--- src/rtl/memory_init_pkg.sv ---
// ============================================================================
//  memory_init_pkg : state encoding and ce-step costs shared by the memory
//                    initialiser and anything that reasons about its timing.
//  Revision 1.0
// ============================================================================
`default_nettype none

package memory_init_pkg;

  localparam logic [2:0] ST_START  = 3'd0;
  localparam logic [2:0] ST_SETUP  = 3'd1;
  localparam logic [2:0] ST_WRITE  = 3'd2;
  localparam logic [2:0] ST_NEXT   = 3'd3;
  localparam logic [2:0] ST_VSETUP = 3'd4;
  localparam logic [2:0] ST_VCHECK = 3'd5;
  localparam logic [2:0] ST_DONE   = 3'd6;

  // ce steps spent per word in the write pass and in the optional read-back pass
  localparam int WR_STEPS = 3;
  localparam int VF_STEPS = 2;

  typedef enum logic [2:0] {
    S_START  = ST_START,
    S_SETUP  = ST_SETUP,
    S_WRITE  = ST_WRITE,
    S_NEXT   = ST_NEXT,
    S_VSETUP = ST_VSETUP,
    S_VCHECK = ST_VCHECK,
    S_DONE   = ST_DONE
  } state_e;

endpackage

`default_nettype wire

--- src/rtl/memory_init_if.sv ---
// ============================================================================
//  memory_init_if : ROM read port, SRAM pins and control/status of the
//                   memory initialiser. master = initialiser side.
//  Revision 1.0
// ============================================================================
`default_nettype none

interface memory_init_if #(
  parameter int AW = 19,
  parameter int RW = 16,
  parameter int DW = 8
) ();
  import memory_init_pkg::*;

  logic          ce;
  logic          restart;
  logic [RW-1:0] romA;
  logic [DW-1:0] romQ;
  logic [AW-1:0] sramA;
  logic [DW-1:0] sramD;
  logic [DW-1:0] sramQ;
  logic          sramWe;
  logic          busy;
  logic          done;
  logic          err;

  modport master (
    input  ce, restart, romQ, sramQ,
    output romA, sramA, sramD, sramWe, busy, done, err
  );

  modport slave (
    output ce, restart, romQ, sramQ,
    input  romA, sramA, sramD, sramWe, busy, done, err
  );

endinterface

`default_nettype wire

--- src/rtl/memory_init.sv ---
// ============================================================================
//  memory_init : copies a ROM image into SRAM and fills the remainder with
//                FILL, holding the system busy until the pass completes.
//                MEMORY_INIT_VERIFY_EN adds a read-back pass with sticky err.
//  Revision 1.0
// ============================================================================
`default_nettype none

module memory_init
  import memory_init_pkg::*;
#(
  parameter int            AW   = 19,
  parameter int            RW   = 16,
  parameter int            DW   = 8,
  parameter logic [DW-1:0] FILL = '0
) (
  input  logic          clock,
  input  logic          reset,
  memory_init_if.master bus
);

  localparam logic [AW-1:0] ADDR_LAST = '1;
  localparam logic [AW-1:0] ADDR_ONE  = AW'(1);

  state_e        state_q,  state_d;
  logic [AW-1:0] addr_q,   addr_d;
  logic [RW-1:0] rom_a_q,  rom_a_d;
  logic [AW-1:0] sram_a_q, sram_a_d;
  logic          we_q,     we_d;
  logic          busy_q,   busy_d;
  logic          done_q,   done_d;
  logic          err_q,    err_d;

  logic [AW-1:0] addr_inc;
  logic          addr_last;
  logic          in_fill;
  logic [DW-1:0] word_value;

  assign addr_inc  = addr_q + ADDR_ONE;
  assign addr_last = (addr_q == ADDR_LAST);
  // Any bit at or above RW set means the word lies beyond the ROM image.
  assign in_fill    = |(addr_q >> RW);
  // romQ comes from a ROM clocked by ce, so it is already settled in WRITE/VCHECK.
  assign word_value = in_fill ? FILL : bus.romQ;

  always_comb begin
    state_d  = state_q;
    addr_d   = addr_q;
    rom_a_d  = rom_a_q;
    sram_a_d = sram_a_q;
    we_d     = we_q;
    busy_d   = busy_q;
    done_d   = done_q;
    err_d    = err_q;

    if (bus.ce) begin
      unique case (state_q)
        S_START: begin
          state_d  = S_SETUP;
          rom_a_d  = addr_q[RW-1:0];
          sram_a_d = addr_q;
          we_d     = 1'b1;
        end
        S_SETUP: begin
          state_d = S_WRITE;
          we_d    = 1'b0;
        end
        S_WRITE: begin
          state_d = S_NEXT;
          we_d    = 1'b1;
        end
        S_NEXT: begin
          addr_d   = addr_inc;
          rom_a_d  = addr_inc[RW-1:0];
          sram_a_d = addr_inc;
          if (!addr_last) begin
            state_d = S_SETUP;
          end else begin
`ifdef MEMORY_INIT_VERIFY_EN
            state_d = S_VSETUP;
`else
            state_d = S_DONE;
            busy_d  = 1'b0;
            done_d  = 1'b1;
`endif
          end
        end
`ifdef MEMORY_INIT_VERIFY_EN
        S_VSETUP: begin
          state_d = S_VCHECK;
        end
        S_VCHECK: begin
          if (bus.sramQ != word_value) begin
            err_d = 1'b1;
          end
          addr_d   = addr_inc;
          rom_a_d  = addr_inc[RW-1:0];
          sram_a_d = addr_inc;
          if (!addr_last) begin
            state_d = S_VSETUP;
          end else begin
            state_d = S_DONE;
            busy_d  = 1'b0;
            done_d  = 1'b1;
          end
        end
`endif
        S_DONE: begin
          if (bus.restart) begin
            state_d  = S_SETUP;
            addr_d   = '0;
            rom_a_d  = '0;
            sram_a_d = '0;
            busy_d   = 1'b1;
            done_d   = 1'b0;
            err_d    = 1'b0;
          end
        end
        default: begin
          state_d = S_START;
        end
      endcase
    end
  end

  always_ff @(posedge clock) begin
    if (!reset) begin
      state_q  <= S_START;
      addr_q   <= '0;
      rom_a_q  <= '0;
      sram_a_q <= '0;
      we_q     <= 1'b1;
      busy_q   <= 1'b1;
      done_q   <= 1'b0;
      err_q    <= 1'b0;
    end else begin
      state_q  <= state_d;
      addr_q   <= addr_d;
      rom_a_q  <= rom_a_d;
      sram_a_q <= sram_a_d;
      we_q     <= we_d;
      busy_q   <= busy_d;
      done_q   <= done_d;
      err_q    <= err_d;
    end
  end

  assign bus.romA   = rom_a_q;
  assign bus.sramA  = sram_a_q;
  assign bus.sramD  = word_value;
  assign bus.sramWe = we_q;
  assign bus.busy   = busy_q;
  assign bus.done   = done_q;

`ifdef MEMORY_INIT_VERIFY_EN
  assign bus.err = err_q;
`else
  logic unused_verify;
  assign unused_verify = ^{bus.sramQ, err_q};
  assign bus.err       = 1'b0;
`endif

endmodule

`default_nettype wire
--- src/flat_wrapper.sv ---
// flat-port wrapper written by rule: the top's interface ports become plain ports
module memory_init_flat import memory_init_pkg::*;
#(
  parameter int            AW   = 19,
  parameter int            RW   = 16,
  parameter int            DW   = 8,
  parameter logic [DW-1:0] FILL = '0
)
  (clock, reset, bus_ce, bus_restart, bus_romQ, bus_sramQ, bus_romA, bus_sramA, bus_sramD, bus_sramWe, bus_busy, bus_done, bus_err);
  memory_init_if #(.AW(AW), .RW(RW), .DW(DW)) bus_i ();
  input  logic clock;
  input  logic reset;
  input wire logic [$bits(bus_i.ce)-1:0] bus_ce;
  input wire logic [$bits(bus_i.restart)-1:0] bus_restart;
  input wire logic [$bits(bus_i.romQ)-1:0] bus_romQ;
  input wire logic [$bits(bus_i.sramQ)-1:0] bus_sramQ;
  output wire logic [$bits(bus_i.romA)-1:0] bus_romA;
  output wire logic [$bits(bus_i.sramA)-1:0] bus_sramA;
  output wire logic [$bits(bus_i.sramD)-1:0] bus_sramD;
  output wire logic [$bits(bus_i.sramWe)-1:0] bus_sramWe;
  output wire logic [$bits(bus_i.busy)-1:0] bus_busy;
  output wire logic [$bits(bus_i.done)-1:0] bus_done;
  output wire logic [$bits(bus_i.err)-1:0] bus_err;
  assign bus_i.ce = bus_ce;
  assign bus_i.restart = bus_restart;
  assign bus_i.romQ = bus_romQ;
  assign bus_i.sramQ = bus_sramQ;
  assign bus_romA = bus_i.romA;
  assign bus_sramA = bus_i.sramA;
  assign bus_sramD = bus_i.sramD;
  assign bus_sramWe = bus_i.sramWe;
  assign bus_busy = bus_i.busy;
  assign bus_done = bus_i.done;
  assign bus_err = bus_i.err;
  memory_init #(.AW(AW), .RW(RW), .DW(DW), .FILL(FILL)) u_core (.clock(clock), .reset(reset), .bus(bus_i));
endmodule
--- config.mk ---
export PLATFORM = sky130hd
export DESIGN_NAME = memory_init_flat
export DESIGN_NICKNAME = d
export VERILOG_FILES = /design/src/rtl/memory_init_pkg.sv /design/src/rtl/memory_init_if.sv /design/src/rtl/memory_init.sv /design/src/flat_wrapper.sv
export SDC_FILE = /design/constraint.sdc
export NUM_CORES = 1
export LEC_CHECK = 0
export ABC_AREA = 1
export BUFFER_PORTS_ARGS = -buffer_cell sky130_fd_sc_hd__buf_2
export CORE_MARGIN = 5
export CORE_UTILIZATION = 55
export CTS_BUF_LIST = sky130_fd_sc_hd__clkbuf_4 sky130_fd_sc_hd__clkbuf_8
export CTS_CLUSTER_SIZE = 25
export DETAILED_ROUTE_END_ITERATION = 6
export PLACE_DENSITY = 0.85
export SKIP_CTS_REPAIR_TIMING = 1
export SYNTH_ARGS = -nofsm -noshare
export SYNTH_HDL_FRONTEND = slang
export SYNTH_SLANG_ARGS = --single-unit
--- constraint.sdc ---
create_clock -name clock -period 1.8 [get_ports clock]
set_clock_uncertainty 0.05 [all_clocks]
set_input_delay 0.09 -clock clock [delete_from_list [all_inputs] [get_ports clock]]
set_output_delay 0.09 -clock clock [all_outputs]
set_load 0.02 [all_outputs]
==> results.md, run 1 <==
* WS Path Type: flip-flop to flip-flop
* Root Buffer: clkbuf_8
* Global routing's busiest layer: met2
* Port-buffer cells at 57
* # H-tree levels at 2
* Initial core utilization at 56.6%
* Commonest cells post-synth: nand2_1 (109), inv_1 (45), dfxtp_1 (44)
* Post-Syn Nets at 428
* Switching pwr at 0.611 mW
* DIE AREA at 0.00632 sq mm
* Post-route insts no fill at 508
* Fmax at 0.588 GHz
* Largest fanout on the critical path at 16
* Main combinational cell family by area after synthesis: simple AND/OR/NAND/NOR gates
* FILL cells at 427
* Fin area at 0.00302 sq mm
* Cell internal pwr at 1.47 mW
* Clock slew at the register clock pins of the worst setup and hold paths at 0.08 ns
* R2R Path End: u_core.bus.sramA[6]
* Cell Chain, Critical Path: nand2_2 -> nor2_4 -> inv_4 -> nor2_4 -> nor2_4 -> nand2_4 -> inv_2 -> o21ai_0 -> nor2_1
* Worst Min Path Start: bus_restart
* CTS tree: yes
* GPL Wtd Cong at 0.878
* Syn_area_per_cell at 6.53 sq um
* PwrDens at 687 mW/mm^2
* Post-DP HPWL at 4.60 mm
* Seq pwr share at 49.9%
* Synth Area in XOR/XNOR at 1.32%
* Diode count at 0
* Primary FF master, synth: dfxtp_1
* Post-Synth Adder-Cell Area at 0.471%
* Combinational share of power at 18.3%
* Min Tclk post-route at 1.70 ns
* 1st-iter DRT viols at 337
* Overflow after GRT at 0
* Clk buf depth at 2
* Post-Syn Area at 0.00266 sq mm
* Largest net degree at the start of global routing at 26
* Final Util at 64.5%
* First-pass iteration count of the detailed router at 5
* Status: completed
* Top-Level Pins at 67
* Place WS at 0.0767 ns
* Register area at 883 sq um
* Hold Path End: u_core.state_q[2]
* Synth warnings at 0
* Yosys reg bits at 44
* Top cell type's share of synthesized area at 33.2%
* Lkg Pwr at 1.37 nW
* Mux cell area share after synthesis at 0%
* FP Rows at 25
* Reg2Reg Depth at 9
* Fraction of layout instances using a drive strength above 1 at 24.4%
* Crit Reg-Reg Startpoint: u_core.state_q[1]
* Hold WS at 0.182 ns
* Drt total wl at 6.36 mm
* Worst setup margin at 0.0996 ns
* CTS buffer count at 5
* Peak VDD IR at 0.351 mV
* Die W at 79.5 microns
* Vias/cell at 5.23
* Sequential share of the synthesized area at 33.2%
* Synth Area in Simple Gates at 35.0%
* First-pass GRT wire length at 11.1 mm
* Met1 Resource Use GR at 25.4%
* WL/cell at 12.5 microns
* Fin crit share at 94.5%
* # DRC at 0
* Cell variety after synth at 34
* Post-Route Setup TNS at 0 ns
* Post-Synthesis Cells at 407
* Die Y at 79.5 microns
* Min-Delay Path Depth at 4
* Initial antenna violation count at 0
* DRT antenna net count at 0
* Clk sinks at 44
* CP max stage cell: dfxtp_1
* Total chip power at 2.08 mW
* Vias in the first global route at 2583
* Placed insts at 500
* RSZ-0062 raised after global routing: false
* Synth Area in Compound Gates at 14.6%
* Slew Limit Fails at 0
* Post-synth EDFFs at 0
* Area growth, synth to finish at 13.8%
* Setup violations, final at 0
* Final Hold Vio Count at 0
* Placed cell areas at 0.00291 sq mm
* Largest area contributor in the netlist: dfxtp_1
* Nets at 474
* Maxcap violations at 0
* WP data required at 1.94 ns
* Std-Cell Core Area at 0.00469 sq mm
* M2 GR Usage at 38.0%
* Grt met3 use at 4.51%
* Sw frac at 29.4%
* GRT Overall Usage at 21.4%
* Multi-input logic area at 0.00138 sq mm
* Critical Path Sink Type: flip-flop
* Clk pwr share at 31.8%
* Top-count cell post-synth: nand2_1
* CP max stage delay at 0.46 ns
* Flop2flop setup slack at 0.1 ns
* Synth area leaders: dfxtp_1 (33%), nand2_1 (15%), a21oi_1 (7.0%)
* Clk_lat worst skew at 0.29 ns
* Crit-path most repeated cell: nor2_4
* Critical Path AT at 1.84 ns
* Async set-or-reset flop fraction in the synthesized netlist at 0%
* Vias at 2657
* HP Class: input port to flip-flop
* Crit path launch type: flip-flop
* Worst setup path startpoint: u_core.state_q[1]
==> worst max-delay path, delay by kind of cell, from the launching register on <==
family                 cells  cell delay (ns)
buffers and inverters      2             0.18
AO/OA/AOI/OAI              1             0.18
AND/OR/NAND/NOR            6             0.71
flip-flops                 1             0.46
==> worst max path at each step <==
stage | endpoint | slack [ns] | depth (start not counted)
2_1_floorplan | u_core.addr_q[10] | 0.24 | 7
3_3_place_gp | u_core.bus.sramA[12] | 0.16 | 7
3_5_place_dp | u_core.bus.sramA[8] | 0.08 | 9
4_1_cts | u_core.bus.sramA[6] | 0.06 | 9
5_1_grt | u_core.bus.sramA[12] | 0.009 | 7
6_report | u_core.bus.sramA[6] | 0.1 | 9
==> cell type report <==
class                   count  share of cell area [%]
flip-flops and latches     44                    29.2
well taps                  54                    2.23
multi-input cells         281                    45.8
inverters                  51                    6.50
clock inverters             1                   0.248
repair buffers             70                    13.1
clock buffers               7                    2.98
==> cell families after synthesis <==
family,Yosys count
simple gates,207
flops,44
fa+ha+maj,1
other cells,1
compound gates,68
xor+xnor,4
buf+inv,82
==> per-layer routing <==
metal / vias up / wire [microns]
li1: 1376 / -
met1: 1183 / 2810
met2: 91 / 3030
met3: 7 / 452
met4: 0 / 73
met5: - / 0
==> placed cells by master (no fill, tap or decap), drive strengths merged <==
cell / n
nor3: 3
xor2: 3
o21ai: 16
a21oi: 47
dfxtp: 44
o21bai: 3
nand2: 114
buf: 70
and2: 1
nand3: 27
clkbuf: 7
inv: 51
nand4: 14
o211ai: 1
a31oi: 1
clkinvlp: 1
nor2: 48
xnor2: 1
ha: 1
conb: 1
==> power by group through the flow <==
stage	registers, mW	clock network (mW)	logic, mW
after floorplan	1.10	0	0.256
after global placement	1.06	0	0.375
after detailed placement	1.06	0	0.382
after CTS	1.04	0.669	0.383
after global routing	1.04	0.714	0.421
final	1.04	0.660	0.381
==> flip-flops by register name, summed over array words and instances (netlist names) <==
name               cells
u_core.addr_q         19
u_core.bus.sramA      19
u_core.state_q         3
u_core.bus.busy        1
u_core.bus.done        1
u_core.bus.sramWe      1
(Power assumes the default switching activity.)
==> run 2, diff against run 1 <==
--- a/config.mk
+++ b/config.mk
@@ -8,11 +8,11 @@
 export ABC_AREA = 1
 export BUFFER_PORTS_ARGS = -buffer_cell sky130_fd_sc_hd__buf_2
 export CORE_MARGIN = 5
-export CORE_UTILIZATION = 55
+export CORE_UTILIZATION = 45
 export CTS_BUF_LIST = sky130_fd_sc_hd__clkbuf_4 sky130_fd_sc_hd__clkbuf_8
 export CTS_CLUSTER_SIZE = 25
 export DETAILED_ROUTE_END_ITERATION = 6
-export PLACE_DENSITY = 0.85
+export PLACE_DENSITY = 0.72
 export SKIP_CTS_REPAIR_TIMING = 1
 export SYNTH_ARGS = -nofsm -noshare
 export SYNTH_HDL_FRONTEND = slang
==> run 2 against run 1 <==
Compared with the run above: global-route usage decreased by 3.8 points; cell count up 4.7%; combinational power hardly changed; core utilization fell by 11 points; critical path depth unchanged; design area up 2.1%; sequential cell count stayed put; fmax up 4.6%.
==> results.md, run 2 (same netlist as run 1, synthesis figures left out) <==
* 1st-iter DRT viols at 198 (-41%)
* Multi-input logic area at 0.00138 sq mm (unchanged)
* Final Hold Vio Count at 0 (unchanged)
* Worst setup margin at 0.174 ns (+0.0748 ns)
* PwrDens at 708 mW/mm^2 (+3.1%)
* Sw frac at 28.3% (-1.1 points)
* Place WS at 0.0684 ns (-0.00825 ns)
* CP max stage delay at 0.39 ns (-0.07 ns)
* CTS buffer count at 5 (unchanged)
* CP max stage cell: dfxtp_2
* Commonest non-fill, non-tap cell in the layout: nand2_1
* GPL Wtd Cong at 0.837 (-4.6%)
* Maxcap violations at 0 (unchanged)
* Die W at 86.8 microns (+9.2%)
* HP Class: input port to flip-flop
* First-pass iteration count of the detailed router at 4 (-1)
* Initial antenna violation count at 0 (unchanged)
* Critical Path AT at 1.77 ns (-0.07 ns)
* Vias/cell at 4.99 (-4.7%)
* Slew Limit Fails at 0 (unchanged)
* Initial core utilization at 45.7% (-11 points)
* Register area at 886 sq um (+0.28%)
* Min Tclk post-route at 1.63 ns (-0.0748 ns)
* Peak VDD IR at 0.357 mV (+1.7%)
* Crit path launch type: flip-flop
* Fmax at 0.615 GHz (+4.6%)
* RSZ-0062 raised after global routing: false
* Lkg Pwr at 1.40 nW (+1.8%)
* # H-tree levels at 2 (unchanged)
* Clk buf depth at 2 (unchanged)
* WP data required at 1.94 ns (about the same)
* GRT Overall Usage at 17.5% (-3.8 points)
* Clk_lat worst skew at 0.30 ns (about the same)
* WS Path Type: flip-flop to flip-flop
* Largest net degree at the start of global routing at 25 (-3.8%)
* Post-Route Setup TNS at 0 ns (unchanged)
* FILL cells at 595 (+39%)
* Flop2flop setup slack at 0.17 ns (+0.07 ns)
* Area growth, synth to finish at 16.2%
* Die Y at 86.8 microns (+9.2%)
* Cell Chain, Critical Path: inv_2 -> nand3_4 -> inv_2 -> nor2_8 -> nand2_2 -> nand2_4 -> inv_2 -> o21ai_0 -> nor2_1
* Seq pwr share at 47.5% (-2.4 points)
* Top-Level Pins at 67 (unchanged)
* Clock slew at the register clock pins of the worst setup and hold paths at 0.08 ns (about the same)
* Setup violations, final at 0 (unchanged)
* FP Rows at 28 (+12%)
* CTS tree: yes
* Switching pwr at 0.619 mW (+1.2%)
* Fin crit share at 90.3% (-4.2 points)
* Critical Path Sink Type: flip-flop
* Std-Cell Core Area at 0.00582 sq mm (+24%)
* Most frequent cells in the layout: nand2_1 (109), buf_2 (57), inv_1 (45)
* Post-DP HPWL at 4.72 mm (+2.7%)
* Total chip power at 2.19 mW (+5.3%)
* DRT antenna net count at 0 (unchanged)
* Largest fanout on the critical path at 11 (-5)
* Clk sinks at 44 (unchanged)
* Port-buffer cells at 57 (unchanged)
* Cell internal pwr at 1.57 mW (+6.9%)
* Fraction of layout instances using a drive strength above 1 at 25.4% (+0.93 points)
* Clk pwr share at 35.2% (+3.4 points)
* DIE AREA at 0.00754 sq mm (+19%)
* Nets at 477 (+0.63%)
* Overflow after GRT at 0 (unchanged)
* Drt total wl at 6.38 mm (+0.25%)
* Status: completed
* # DRC at 0 (unchanged)
* Vias in the first global route at 2316 (-10%)
* Vias at 2653 (-0.15%)
* Combinational share of power at 17.4% (-0.9 points)
* First-pass GRT wire length at 10.6 mm (-4.5%)
* Root Buffer: clkbuf_8
* Crit-path most repeated cell: inv_2
* Diode count at 0 (unchanged)
* WL/cell at 12.0 microns (-4.3%)
==> run 2: final cells by class <==
class | instances | area share (%)
clock inverter | 2 | 1.13
tap | 75 | 3.04
sequential | 44 | 28.7
inverter | 51 | 6.28
clock buffer | 6 | 2.47
multi-input combinational | 281 | 44.8
timing repair buffer | 73 | 13.5
==> run 2: final timing paths <==
check,startpoint,end,cells after the start
setup / recovery,u_core.state_q[2],u_core.bus.sramA[5],9
hold / removal,bus_ce,u_core.addr_q[6],3
setup reg to reg,u_core.state_q[2],u_core.bus.sramA[5],9
hold reg to reg,u_core.bus.done,u_core.bus.done,2
==> run 2: metal layers <==
layer	share of wire (%)	up-vias	GRT usage, %	routed length (microns)
met5	0	-	0	0
met4	1.0	0	4.67	65
met3	9.2	8	3.23	589
met2	46	100	30.0	2940
met1	44	1173	22.6	2780
li1	-	1372	-	-
==> run 2: critical path: cells and delay by family, from the launching register on <==
| family | cells | cell delay, ns |
|---|---|---|
| AND/OR/NAND/NOR | 5 | 0.62 |
| flip-flops | 1 | 0.39 |
| buffers and inverters | 3 | 0.29 |
| AO/OA/AOI/OAI | 1 | 0.16 |
==> run 2: through the flow <==
| stage | area, sq um | hold slack [ns] | utilization [%] | cells |
|---|---|---|---|---|
| 2_1_floorplan | 2660 | 0.233 | - | 407 |
| 3_3_place_gp | 2960 | 0.391 | 50.8 | 524 |
| 3_5_place_dp | 2960 | 0.392 | 50.8 | 524 |
| 4_1_cts | 3070 | 0.110 | 52.7 | 532 |
| 5_1_grt | 3090 | 0.135 | 53.1 | 532 |
| 6_report | 3090 | 0.123 | 53.1 | 532 |
==> run 2: power groups by stage <==
stage	combinational (mW)	clock [mW]	sequential [mW]
floorplan	0.256	0	1.10
detailed placement	0.384	0	1.06
global route	0.421	0.827	1.04
global placement	0.379	0	1.06
CTS	0.385	0.788	1.04
finish	0.380	0.769	1.04
==> run 3, diff against run 2 <==
==> constraint.sdc (replaced) <==
create_clock -name clock -period 1.8 [get_ports clock]
set_clock_uncertainty 0.05 [all_clocks]
set_input_delay 0.36 -clock clock [delete_from_list [all_inputs] [get_ports clock]]
set_output_delay 0.36 -clock clock [all_outputs]
set_load 0.02 [all_outputs]
==> run 3 against run 2 <==
Compared with the run above: critical path type unchanged; core utilization grew 0.56 points; first-iteration DRC count shrank 16%; sequential power is essentially flat; critical endpoint is now u_core.bus.sramA[7]; die area is the same; setup slack lost 0.017 ns; combinational power grew 1%; sequential cell count is the same; fmax shrank 1.0%; cell count grew 0.38%; via count shrank 0.75%; hold slack gained 0.28 ns; critical path depth is the same.
==> results.md, run 3 (same netlist as run 1, synthesis figures left out) <==
* CTS buffer count at 5 (unchanged)
* Placed insts at 526 (+0.38%)
* CP max stage cell: dfxtp_1
* GRT Overall Usage at 18.4% (+0.83 points)
* Root Buffer: clkbuf_8
* Clk pwr share at 35.3% (about the same)
* Post-DP HPWL at 4.89 mm (+3.7%)
* First-pass GRT wire length at 11.2 mm (+5.6%)
* Critical Path AT at 1.78 ns (about the same)
* Initial core utilization at 45.7% (unchanged)
* DIE AREA at 0.00754 sq mm (unchanged)
* Hold WS at 0.400 ns (+0.276 ns)
* Clock slew at the register clock pins of the worst setup and hold paths at 0.09 ns (about the same)
* HP Class: flip-flop to flip-flop
* CP top delay family: simple AND/OR/NAND/NOR gates
* Port-buffer cells at 57 (unchanged)
* Switching pwr at 0.626 mW (+1.2%)
* PwrDens at 704 mW/mm^2 (-0.62%)
* Drt total wl at 6.67 mm (+4.5%)
* Vias/cell at 4.93 (-1.1%)
* Clk sinks at 44 (unchanged)
* Crit-path most repeated cell: nor2_4
* Die W at 86.8 microns (unchanged)
* 1st-iter DRT viols at 166 (-16%)
* Most frequent cells in the layout: nand2_1 (109), buf_2 (57), inv_1 (45)
* Maxcap violations at 0 (unchanged)
* Seq pwr share at 47.2% (-0.3 points)
* Commonest non-fill, non-tap cell in the layout: nand2_1
* DRT antenna net count at 0 (unchanged)
* Std-Cell Core Area at 0.00582 sq mm (unchanged)
* Fmax at 0.609 GHz (-1.0%)
* Top-Level Pins at 67 (unchanged)
* WL/cell at 12.5 microns (+4.1%)
* Lkg Pwr at 1.41 nW (+1.0%)
* Slew Limit Fails at 0 (unchanged)
* CP max stage delay at 0.46 ns (+0.07 ns)
* GPL Wtd Cong at 0.872 (+4.2%)
* Nets at 479 (+0.42%)
* Cell Chain, Critical Path: nand2_2 -> nor2_4 -> inv_4 -> nor2_4 -> nor2_4 -> nand2_4 -> inv_2 -> o21ai_0 -> nor2_1
* Fin crit share at 91.3% (+0.95 points)
* # DRC at 0 (unchanged)
* Largest fanout on the critical path at 11 (unchanged)
* # H-tree levels at 2 (unchanged)
* Fraction of layout instances using a drive strength above 1 at 25.9% (+0.54 points)
* FILL cells at 607 (+2.0%)
* Area growth, synth to finish at 17.4%
* FP Rows at 28 (unchanged)
* Sw frac at 28.5% (+0.23 points)
* Vias in the first global route at 2517 (+8.7%)
* Worst path bufs/invs at 2 (-1)
* Fin area at 0.00312 sq mm (+1.1%)
* CTS tree: yes
* First-pass iteration count of the detailed router at 4 (unchanged)
* WP data required at 1.94 ns (about the same)
* WS Path Type: flip-flop to flip-flop
* Status: completed
* Cell internal pwr at 1.57 mW (+0.11%)
* Min Tclk post-route at 1.64 ns (+0.0170 ns)
* Largest net degree at the start of global routing at 25 (unchanged)
* Diode count at 0 (unchanged)
* Initial antenna violation count at 0 (unchanged)
* Combinational share of power at 17.5% (about the same)
* Overflow after GRT at 0 (unchanged)
* Setup violations, final at 0 (unchanged)
* Placed cell areas at 0.00297 sq mm (+0.51%)
* Post-route insts no fill at 534 (+0.38%)
* Total chip power at 2.20 mW (+0.43%)
* Vias at 2633 (-0.75%)
* RSZ-0062 raised after global routing: false
* Die Y at 86.8 microns (unchanged)
* Crit path launch type: flip-flop
* Peak VDD IR at 0.416 mV (+16%)
* Critical Path Sink Type: flip-flop
* Clk_lat worst skew at 0.30 ns (about the same)
* Clk buf depth at 2 (unchanged)
* Final Hold Vio Count at 0 (unchanged)
run 3: tightest hold or removal path: cells and delay by family, from the launching register on:
kind | cells | cell delay [ns]
buffers and inverters | 1 | 0.05
DFF | 1 | 0.31
AOI/OAI and AO/OA | 1 | 0.05
run 3: power groups by stage:
| stage | Clock (mW) | Sequential, mW | Combinational (mW) |
|---|---|---|---|
| after floorplan | 0 | 1.10 | 0.256 |
| after global placement | 0 | 1.06 | 0.382 |
| after detailed placement | 0 | 1.06 | 0.388 |
| after CTS | 0.789 | 1.04 | 0.389 |
| after global routing | 0.827 | 1.04 | 0.426 |
| final | 0.776 | 1.04 | 0.384 |
run 3: path summary, 6_finish.rpt:
kind / from / end / slack [ns] / cells after the start
max: u_core.state_q[1] / u_core.bus.sramA[7] / 0.16 / 9
min: u_core.bus.done / u_core.bus.done / 0.40 / 2
max reg2reg: u_core.state_q[1] / u_core.bus.sramA[7] / 0.16 / 9
min reg2reg: u_core.bus.done / u_core.bus.done / 0.40 / 2
run 3: cell type report:
type | instances | area, sq um | area share, %
tap | 75 | 93.8 | 3.01
timing repair buffer | 75 | 433 | 13.9
clock inverter | 2 | 35.0 | 1.12
clock buffer | 6 | 76.3 | 2.45
inverter | 51 | 196 | 6.30
multi-input combinational | 281 | 1400 | 44.9
sequential | 44 | 883 | 28.3
run 3: routing by layer:
layer  vias to the layer above  global-route usage (%)  share of wire, %
met5                         -                       0                 0
met1                      1167                    23.1                45
met4                         0                    5.24               1.1
met2                        81                    32.5                47
li1                       1378                       -                 -
met3                         7                    2.57               7.5
run 3: metrics by stage:
stage / setup TNS [ns] / utilization, % / setup WS [ns]
2_1_floorplan: 0 / - / 0.230
3_3_place_gp: 0 / 51.1 / 0.140
3_5_place_dp: 0 / 51.1 / 0.0929
4_1_cts: -0.0201 / 53.0 / -0.0132
5_1_grt: 0 / 53.6 / 0.0213
6_report: 0 / 53.6 / 0.157
